File: src/rtl/uart_rx_pkt_ctrl_if.sv
// Signal bundle between the packet controller, the UART receiver and the payload consumer.
// master = the controller's view; slave = the receiver/consumer/config side.
interface uart_rx_pkt_ctrl_if;
    logic       enable;
    logic [2:0] cfg_baud;
    logic       cfg_load;
    logic [2:0] baud_select;
    logic       Rx_EN;
    logic [7:0] Rx_DATA;
    logic       Rx_VALID;
    logic       Rx_FERROR;
    logic       Rx_PERROR;
    logic [7:0] pkt_data;
    logic       pkt_valid;
    logic       pkt_ready;
    logic       pkt_last;
    logic       pkt_done;
    logic       pkt_err;
    logic [1:0] err_code;
    logic       busy;

    modport master (
        input  enable, cfg_baud, cfg_load, Rx_DATA, Rx_VALID, Rx_FERROR, Rx_PERROR, pkt_ready,
        output baud_select, Rx_EN, pkt_data, pkt_valid, pkt_last, pkt_done, pkt_err, err_code, busy
    );
    modport slave (
        output enable, cfg_baud, cfg_load, Rx_DATA, Rx_VALID, Rx_FERROR, Rx_PERROR, pkt_ready,
        input  baud_select, Rx_EN, pkt_data, pkt_valid, pkt_last, pkt_done, pkt_err, err_code, busy
    );
endinterface

File: src/rtl/uart_rx_pkt_ctrl.sv
// UART receive packet controller: SYNC, LEN, payload, XOR checksum framing onto a valid/ready stream.
// Optional inter-byte timeout enabled by defining UART_RX_TIMEOUT_EN.
module uart_rx_pkt_ctrl #(
    parameter logic [7:0] SYNC_BYTE      = 8'hAA,
    parameter int         MAX_LEN        = 16,
    parameter int         TIMEOUT_CYCLES = 200000
) (
    input logic               clk,
    input logic               reset,
    uart_rx_pkt_ctrl_if.master bus
);
    typedef enum logic [2:0] {
        S_IDLE, S_HUNT, S_LEN, S_PAYLOAD, S_CSUM, S_DONE, S_ERR
    } state_e;

    localparam logic [7:0] MAX_LEN_B = 8'(MAX_LEN);
    localparam logic [1:0] E_LINE = 2'b00, E_LEN = 2'b01, E_CSUM = 2'b10, E_ABORT = 2'b11;

    state_e     state_q, state_d;
    logic       rx_en_q, rxv_q;
    logic [2:0] baud_q;
    logic [7:0] cnt_q, cnt_d, csum_q, csum_d, data_q, data_d;
    logic       valid_q, valid_d, last_q, last_d;
    logic       done_q, err_q, busy_q;
    logic [1:0] code_q, code_d;
    logic       byte_evt, line_err, tmo_hit, go_err, busy_d;
    logic [1:0] err_c;

    assign byte_evt = bus.Rx_VALID & ~rxv_q;
    assign line_err = bus.Rx_FERROR | bus.Rx_PERROR;

`ifdef UART_RX_TIMEOUT_EN
    logic [31:0] tmo_q;
    assign tmo_hit = (tmo_q == 32'(TIMEOUT_CYCLES));

    always_ff @(posedge clk or negedge reset) begin
        if (!reset)
            tmo_q <= '0;
        else if (byte_evt || !(state_q inside {S_LEN, S_PAYLOAD, S_CSUM}))
            tmo_q <= '0;
        else
            tmo_q <= tmo_q + 32'd1;
    end
`else
    logic unused_tmo;
    assign unused_tmo = ^TIMEOUT_CYCLES;
    assign tmo_hit    = 1'b0;
`endif

    always_comb begin
        state_d = state_q;
        cnt_d   = cnt_q;
        csum_d  = csum_q;
        data_d  = data_q;
        valid_d = valid_q;
        last_d  = last_q;
        code_d  = code_q;
        go_err  = 1'b0;
        err_c   = code_q;

        if (valid_q && bus.pkt_ready) begin
            valid_d = 1'b0;
            last_d  = 1'b0;
        end

        unique case (state_q)
            S_IDLE: if (rx_en_q && bus.enable) state_d = S_HUNT;
            S_HUNT: begin
                if (!bus.enable)
                    state_d = S_IDLE;
                else if (byte_evt && !line_err && bus.Rx_DATA == SYNC_BYTE)
                    state_d = S_LEN;
            end
            S_LEN, S_PAYLOAD, S_CSUM: begin
                if (!bus.enable || tmo_hit) begin
                    go_err = 1'b1;
                    err_c  = E_ABORT;
                end else if (byte_evt) begin
                    if (line_err) begin
                        go_err = 1'b1;
                        err_c  = E_LINE;
                    end else if (state_q == S_LEN) begin
                        if (bus.Rx_DATA == 8'd0 || bus.Rx_DATA > MAX_LEN_B) begin
                            go_err = 1'b1;
                            err_c  = E_LEN;
                        end else begin
                            cnt_d   = bus.Rx_DATA;
                            csum_d  = bus.Rx_DATA;
                            state_d = S_PAYLOAD;
                        end
                    end else if (state_q == S_PAYLOAD) begin
                        // A byte arriving while the previous one is still unclaimed is an overrun.
                        if (valid_q && !bus.pkt_ready) begin
                            go_err = 1'b1;
                            err_c  = E_ABORT;
                        end else begin
                            data_d  = bus.Rx_DATA;
                            valid_d = 1'b1;
                            csum_d  = csum_q ^ bus.Rx_DATA;
                            cnt_d   = cnt_q - 8'd1;
                            last_d  = (cnt_q == 8'd1);
                            if (cnt_q == 8'd1) state_d = S_CSUM;
                        end
                    end else begin
                        if (bus.Rx_DATA == csum_q) begin
                            state_d = S_DONE;
                        end else begin
                            go_err = 1'b1;
                            err_c  = E_CSUM;
                        end
                    end
                end
            end
            S_DONE, S_ERR: state_d = bus.enable ? S_HUNT : S_IDLE;
            default: state_d = S_IDLE;
        endcase

        if (go_err) begin
            state_d = S_ERR;
            code_d  = err_c;
            valid_d = 1'b0;
            last_d  = 1'b0;
        end
    end

    assign busy_d = state_d inside {S_LEN, S_PAYLOAD, S_CSUM};

    always_ff @(posedge clk or negedge reset) begin
        if (!reset) begin
            state_q <= S_IDLE;
            rx_en_q <= 1'b0;
            rxv_q   <= 1'b0;
            baud_q  <= 3'b111;
            cnt_q   <= '0;
            csum_q  <= '0;
            data_q  <= '0;
            valid_q <= 1'b0;
            last_q  <= 1'b0;
            done_q  <= 1'b0;
            err_q   <= 1'b0;
            code_q  <= 2'b00;
            busy_q  <= 1'b0;
        end else begin
            state_q <= state_d;
            rx_en_q <= bus.enable;
            rxv_q   <= bus.Rx_VALID;
            // Baud may only change while the receiver is fully quiesced.
            if (bus.cfg_load && !bus.enable && !rx_en_q) baud_q <= bus.cfg_baud;
            cnt_q   <= cnt_d;
            csum_q  <= csum_d;
            data_q  <= data_d;
            valid_q <= valid_d;
            last_q  <= last_d;
            done_q  <= (state_d == S_DONE);
            err_q   <= (state_d == S_ERR);
            code_q  <= code_d;
            busy_q  <= busy_d;
        end
    end

    assign bus.baud_select = baud_q;
    assign bus.Rx_EN       = rx_en_q;
    assign bus.pkt_data    = data_q;
    assign bus.pkt_valid   = valid_q;
    assign bus.pkt_last    = last_q;
    assign bus.pkt_done    = done_q;
    assign bus.pkt_err     = err_q;
    assign bus.err_code    = code_q;
    assign bus.busy        = busy_q;
endmodule

File: src/flat_wrapper.sv
// flat-port wrapper written by rule: the top's interface ports become plain ports
module uart_rx_pkt_ctrl_flat 
#(
    parameter logic [7:0] SYNC_BYTE      = 8'hAA,
    parameter int         MAX_LEN        = 16,
    parameter int         TIMEOUT_CYCLES = 200000
)
  (clk, reset, bus_enable, bus_cfg_baud, bus_cfg_load, bus_Rx_DATA, bus_Rx_VALID, bus_Rx_FERROR, bus_Rx_PERROR, bus_pkt_ready, bus_baud_select, bus_Rx_EN, bus_pkt_data, bus_pkt_valid, bus_pkt_last, bus_pkt_done, bus_pkt_err, bus_err_code, bus_busy);
  uart_rx_pkt_ctrl_if bus_i ();
  input logic clk;
  input logic reset;
  input wire logic [$bits(bus_i.enable)-1:0] bus_enable;
  input wire logic [$bits(bus_i.cfg_baud)-1:0] bus_cfg_baud;
  input wire logic [$bits(bus_i.cfg_load)-1:0] bus_cfg_load;
  input wire logic [$bits(bus_i.Rx_DATA)-1:0] bus_Rx_DATA;
  input wire logic [$bits(bus_i.Rx_VALID)-1:0] bus_Rx_VALID;
  input wire logic [$bits(bus_i.Rx_FERROR)-1:0] bus_Rx_FERROR;
  input wire logic [$bits(bus_i.Rx_PERROR)-1:0] bus_Rx_PERROR;
  input wire logic [$bits(bus_i.pkt_ready)-1:0] bus_pkt_ready;
  output wire logic [$bits(bus_i.baud_select)-1:0] bus_baud_select;
  output wire logic [$bits(bus_i.Rx_EN)-1:0] bus_Rx_EN;
  output wire logic [$bits(bus_i.pkt_data)-1:0] bus_pkt_data;
  output wire logic [$bits(bus_i.pkt_valid)-1:0] bus_pkt_valid;
  output wire logic [$bits(bus_i.pkt_last)-1:0] bus_pkt_last;
  output wire logic [$bits(bus_i.pkt_done)-1:0] bus_pkt_done;
  output wire logic [$bits(bus_i.pkt_err)-1:0] bus_pkt_err;
  output wire logic [$bits(bus_i.err_code)-1:0] bus_err_code;
  output wire logic [$bits(bus_i.busy)-1:0] bus_busy;
  assign bus_i.enable = bus_enable;
  assign bus_i.cfg_baud = bus_cfg_baud;
  assign bus_i.cfg_load = bus_cfg_load;
  assign bus_i.Rx_DATA = bus_Rx_DATA;
  assign bus_i.Rx_VALID = bus_Rx_VALID;
  assign bus_i.Rx_FERROR = bus_Rx_FERROR;
  assign bus_i.Rx_PERROR = bus_Rx_PERROR;
  assign bus_i.pkt_ready = bus_pkt_ready;
  assign bus_baud_select = bus_i.baud_select;
  assign bus_Rx_EN = bus_i.Rx_EN;
  assign bus_pkt_data = bus_i.pkt_data;
  assign bus_pkt_valid = bus_i.pkt_valid;
  assign bus_pkt_last = bus_i.pkt_last;
  assign bus_pkt_done = bus_i.pkt_done;
  assign bus_pkt_err = bus_i.pkt_err;
  assign bus_err_code = bus_i.err_code;
  assign bus_busy = bus_i.busy;
  uart_rx_pkt_ctrl #(.SYNC_BYTE(SYNC_BYTE), .MAX_LEN(MAX_LEN), .TIMEOUT_CYCLES(TIMEOUT_CYCLES)) u_core (.clk(clk), .reset(reset), .bus(bus_i));
endmodule
File: config.mk
export PLATFORM = sky130hd
export DESIGN_NAME = uart_rx_pkt_ctrl_flat
export DESIGN_NICKNAME = d
export VERILOG_FILES = /design/src/rtl/uart_rx_pkt_ctrl_if.sv /design/src/rtl/uart_rx_pkt_ctrl.sv /design/src/flat_wrapper.sv
export SDC_FILE = /design/constraint.sdc
export NUM_CORES = 1
export LEC_CHECK = 0
export ABC_AREA = 0
export BUFFER_PORTS_ARGS = -buffer_cell sky130_fd_sc_hd__clkbuf_2
export CORE_UTILIZATION = 50
export DETAILED_ROUTE_END_ITERATION = 7
export PLACE_DENSITY = 0.81
export SLEW_MARGIN = 20
export SYNTH_ARGS = -nofsm -noshare
export SYNTH_HDL_FRONTEND = slang
export SYNTH_SLANG_ARGS = --single-unit
File: constraint.sdc
create_clock -name clk -period 1.8 [get_ports clk]
set_input_delay 0.54 -clock clk [delete_from_list [all_inputs] [get_ports clk]]
set_output_delay 0.54 -clock clk [all_outputs]
set_load 0.005 [all_outputs]
==> metrics.cfg, run 1 <==
[status]
outcome=finished, violations left
failed_checks=negative setup slack

[logic_synthesis]
ys_ff_latch=39
yosysTopAreaCellShare_pct=40.1
synth_seq_area_share_pct=43.6
yosys.cell_types.count=55
synth_area_leaders=dfrtp_1 40%, mux2_2 5.0%, dfstp_2 3.5%
yosysMostFrequentCell=dfrtp_1
synth_area_leader_cell=dfrtp_1
async_flop_share_pct=100
synthFlopType=dfrtp_1
synth_fp_nets=242
synth_warnings=0
synthesis.area_um2=2250
synth_common_cells=36 x dfrtp_1, 17 x nand2_1, 17 x nor2_1
synth_edf_count=0
syn_inst=221
syn_avg_cell_area_um2=10.2

[sta]
clock_skew_ns=0.00974
period_minus_slack_ns=1.85
slew_headroom_pct=62.0
worstMarginPinSlew_ns=0.570
layout_setup_ws_ns=-0.0451
period_share_pct=103
final_max_slew_viol_count=0
rsz0062_at_grt=true
max_freq_mhz=542
setup_viol=5
setup-tns-final_ns=-0.0818
worst_hold_slack_ns=0.221
hold_violations=0

[worst_hold_path]
min_path_type=primary input to asynchronous set/reset pin

[placed_design]
gp_congestion=0.896
io_buffers=37
place_hpwl_mm=4.31
pre_cts_slack_ns=-0.434

[clock_tree]
insertion_delay_ns=0.30
root_buffer=clkbuf_8
cts.sinks=39
clk_pin_slew_ns=0.08
clock_path_buffers=2
cts_tree=done
cts_hold_buf=0
cts_buffers=5
cts_htree_levels=2

[routing]
antenna_left=0
topRoutingLayerUsed=met4
drt-vias-per-instance=5.88
drcViolationCount=0
first_iter_violations=193
wirelength_met1_mm=2.31
totalWireLength_mm=5.91
first_pass_iters=4
dr_wl_met2_mm=3.03
vias=2065
wl_per_cell_um=16.8
wl_met3_um=350

[die]
dieArea_um2=4770
start_util_pct=52.0
die_x_um=69.1
core_um2=4320
io-pin-count=38
rows=24
die_h_um=69.1

[layout]
n_antenna_cell=0
nNetsFinal=319
final_core_util_pct=70.6
drive_gt1_share_pct=43.1
syn_to_final_growth_pct=35.7

[job]
max_cap_viol_count=0

[power_and_ir_drop]
peakVddDrop_mv=0.721
p_per_area_nw_per_um2=1340
leakage_nw=1.35

[worst_setup_path]
rr_startpoint=u_core.state_q[2]
crit_arrival_ns=2.02
cp_data_required_time_ns=1.98
startpoint_type=primary input
critPathKind=primary input to flip-flop
crit_fanout=5
endpoint_kind=flip-flop
crit_start=bus_Rx_DATA[3]

[grt]
antenna_found_initial=0
grt_max_degree=23
grt_overflow=0
grt_pass1_wl_mm=10.1
grt_pass1_vias=2111
grtUsageTotal_pct=27.0

critical path, stage by stage:
cell and delay (ns):
buf_2 0.15, nor4_4 0.28, mux2i_4 0.36, nand2_2 0.11, a31oi_4 0.25, mux2_4 0.33
timing repair:
action / in CTS / in global routing
setup endpoints to repair: 24 / 28
setup buffers: 1 / 0
pin swaps: 6 / 8
gates resized for setup: 11 / 13
gates cloned: 1 / 0
cells by family (layout without fill, tap and decap cells):
kind of cell / after synthesis / after routing / share of synthesized area (%)
and+or+nand+nor: 85 / 85 / 22.5
AOI/OAI and AO/OA: 58 / 58 / 19.5
DFF: 39 / 39 / 43.6
buffers and inverters: 15 / 92 / 3.06
muxes: 14 / 15 / 7.12
xor gates and xnor gates: 8 / 8 / 3.12
adders and majority gates: 2 / 2 / 1.11
sequential cells by signal, indices dropped and copies added, names as in the netlist, 2 cells and up:
| signal | count |
|---|---|
| u_core.bus.baud_select | 3 |
| u_core.bus.pkt_data | 8 |
| u_core.cnt_q | 8 |
| u_core.state_q | 3 |
| u_core.bus.err_code | 2 |
| u_core.csum_q | 8 |
per-stage QoR:
step | power [mW] | area (um2) | cells
floorplan | 2.54 | 2330 | 221
global placement | 3.13 | 2820 | 341
detailed placement | 3.23 | 2820 | 341
CTS | 4.05 | 3020 | 351
global route | 4.33 | 3050 | 351
finish | 4.08 | 3050 | 351
path summary, 6_finish.rpt:
kind	depth (start not counted)	end	slack, ns
max in group asynchronous	2	u_core.csum_q[6]	1.00
max	6	u_core.bus.err_code[0]	-0.05
min	1	u_core.bus.pkt_valid	0.22
min in group clk	2	u_core.rxv_q	0.47
max reg2reg	7	u_core.bus.pkt_done	0.03
min reg2reg	1	u_core.cnt_q[7]	0.50
layout make-up:
class                      count  area (um2)
clock buffer                   6        82.6
clock inverter                 2        35.0
fill                         317        1270
inverter                       5        18.8
multi-input combinational    168        1300
sequential                    39         981
tap                           52        65.1
timing repair buffer          79         567
power breakdown:
group	leakage, nW	internal [mW]	switching (mW)	total [mW]
clock	0.0612	0.449	0.314	0.762
sequential	0.506	1.14	0.237	1.38
combinational	0.780	0.936	1.01	1.95
layer usage:
| layer | up-vias | global-route usage (%) |
|---|---|---|
| met5 | - | 0 |
| met4 | 0 | 10.9 |
| met3 | 28 | 5.41 |
| met2 | 93 | 46.5 |
| met1 | 982 | 32.9 |
| li1 | 962 | - |
layout by cell type, fill, tap and decap left out, types with 2 or more instances in the layout:
cell type	Yosys	final
o31ai_2	4	5
buf_4	1	41
dfstp_2	3	3
clkbuf_8	0	6
o21ai_1	10	8
o21ai_0	8	8
clkbuf_2	1	31
nor2b_1	10	9
o21ai_2	0	2
xnor2_1	8	8
nand2b_1	6	6
nand2_1	17	16
buf_12	0	2
nand4_1	4	4
nor4_4	0	2
nor3b_1	4	4
a32o_1	7	7
dfrtp_1	36	35
a21oi_1	9	9
nand3_1	5	5
nor3_4	0	2
a2bb2oi_2	2	2
inv_1	5	5
nor2_1	17	16
o21bai_1	7	7
ha_1	2	2
mux2_4	1	4
nor3_1	2	2
mux2_2	10	10
Note: power is estimated with default switching activity, not from simulation.
==> run 2: changes to the inputs <==
PLACE_DENSITY = 0.82   (was 0.81)
SETUP_SLACK_MARGIN = 0.02   (was not set)
==> run 2 against run 1 <==
The flow still finishes with violations (negative setup slack). Worst setup slack improved by 0.0052 ns. Count of clock-buffer cells in the layout stayed put. Via count is 0.34% higher. Critical endpoint is now u_core.bus.err_code[1]. Flip-flop and latch count unchanged. Critical path type unchanged. Die area stayed put. Utilization increased by 2.0 points. Global-route usage increased by 0.16 points. Clock skew down 0.0025 ns. Register-to-register slack better by 0.05 ns. Clock power up 15%. Power is 7.4% higher. Combinational power up 11%.
==> metrics.cfg, run 2 (same netlist as run 1, synthesis figures left out) <==
[job]
max_cap_viol_count=0

[clock_tree]
insertion_delay_ns=0.30
clk_pin_slew_ns=0.08
cts_htree_levels=2
cts.sinks=39
cts_tree=done
cts_buffers=5
root_buffer=clkbuf_8
clock_path_buffers=2

[worst_setup_path]
crit_arrival_ns=2.03
rr_startpoint=u_core.csum_q[4]
endpoint_kind=flip-flop
crit_fanout=5
crit_end=u_core.bus.err_code[1]
crit_start=bus_Rx_DATA[1]
cp_data_required_time_ns=1.99
critPathKind=primary input to flip-flop
rrSetupSlack_ns=0.08
r2r_end=u_core.state_q[1]
rr_worst_depth=6
startpoint_type=primary input

[layout]
final_core_util_pct=72.6
n_antenna_cell=0
final_common_cell=buf_4
nNetsFinal=322
drive_gt1_share_pct=44.4
most-common-layout-cells=41 x buf_4, 36 x dfrtp_1, 31 x clkbuf_2, 16 x nor2_1, 16 x nand2_1
syn_to_final_growth_pct=39.6

[die]
die_h_um=69.1
core_um2=4320
start_util_pct=52.0
die_x_um=69.1
dieArea_um2=4770
rows=24
io-pin-count=38

[grt]
grt_pass1_vias=2096
grt_pass1_wl_mm=10.2
grt_overflow=0
grtUsageTotal_pct=27.1
grt_max_degree=40
antenna_found_initial=0

[routing]
drcViolationCount=0
antenna_left=0
first_pass_iters=4
first_iter_violations=155
vias=2072
wl_per_cell_um=17.3
drt-vias-per-instance=5.85
totalWireLength_mm=6.12

[sta]
clock_skew_ns=0.00722
max_freq_mhz=544
period_share_pct=102
hold_violations=0
period_minus_slack_ns=1.84
rsz0062_at_grt=true
setup_viol=3
worstMarginPinSlew_ns=0.503
layout_setup_ws_ns=-0.0399
final_max_slew_viol_count=0
slew_headroom_pct=66.5

[power_and_ir_drop]
power_frac_clock_pct=19.9
p_sw_share_pct=38.2
internal-power_mw=2.71
p_switching_mw=1.68
p_per_area_nw_per_um2=1400
finalPower_mw=4.38
pwr-share-seq_pct=30.9
peakVddDrop_mv=0.744
p_comb_share_pct=49.2
leakage_nw=1.38

[status]
failed_checks=negative setup slack
outcome=finished, violations left

[placed_design]
io_buffers=37
place_hpwl_mm=3.96
gp_congestion=0.937

[worst_hold_path]
min_path_type=primary input to asynchronous set/reset pin

==> run 2: timing repair <==
item | CTS | global route
hold buffers | 0 | 0
endpoints found under the setup margin | 13 | 26
gates cloned | 1 | 0
pin swaps | 4 | 15
buffers inserted | 3 | 1
resized for setup | 8 | 27
==> run 2: how the worst min path moves through the flow <==
stage,startpoint,endpoint,slack [ns],cells after the start
after floorplan,reset,u_core.bus.Rx_EN,0.24,0
final,reset,u_core.bus.busy,0.28,2
after global routing,reset,u_core.state_q[1],0.32,2
after detailed placement,u_core.bus.pkt_data[1],u_core.bus.pkt_data[1],0.50,1
after CTS,reset,u_core.bus.busy,0.30,2
after global placement,u_core.cnt_q[7],u_core.cnt_q[7],0.48,1
==> run 2: critical path, stage by stage <==
cell and delay, ns:
buf_8 0.10, nor4_4 0.35, mux2i_4 0.36, nand2_2 0.11, a31oi_4 0.24, mux2_4 0.32
==> run 2: area by class of cell <==
type | instances | area (um2)
Clock inverter | 2 | 60.1
Fill cell | 293 | 1180
Sequential cell | 39 | 980
Tap cell | 52 | 65.1
Clock buffer | 6 | 72.6
Inverter | 5 | 18.8
Timing Repair Buffer | 82 | 604
Multi-Input combinational cell | 168 | 1340
==> run 2: through the flow <==
stage	TNS [ns]	instance area (um2)	instances	setup WS, ns	hold WS, ns
after global placement	-7.20	2820	341	-0.306	0.482
after floorplan	-0.877	2330	221	-0.165	0.244
after global routing	-0.894	3140	354	-0.116	0.323
after CTS	0	3040	353	0.00242	0.302
final	-0.0974	3140	354	-0.0399	0.281
after detailed placement	-8.22	2820	341	-0.360	0.498
==> run 2: per-layer routing <==
layer | wire [um] | share of wire [%] | track usage [%] | up-vias
li1 | - | - | - | 976
met5 | 0 | 0 | 0 | -
met4 | 144 | 2.4 | 9.98 | 0
met3 | 341 | 5.6 | 5.85 | 16
met2 | 3200 | 52 | 45.5 | 75
met1 | 2440 | 40 | 34.3 | 1005
==> run 2: power by group through the flow <==
stage | logic (mW) | clock network, mW | registers, mW
finish | 2.16 | 0.873 | 1.36
global placement | 1.84 | 0 | 1.33
global route | 2.32 | 0.915 | 1.38
CTS | 1.99 | 0.880 | 1.34
detailed placement | 1.91 | 0 | 1.35
floorplan | 1.20 | 0 | 1.33
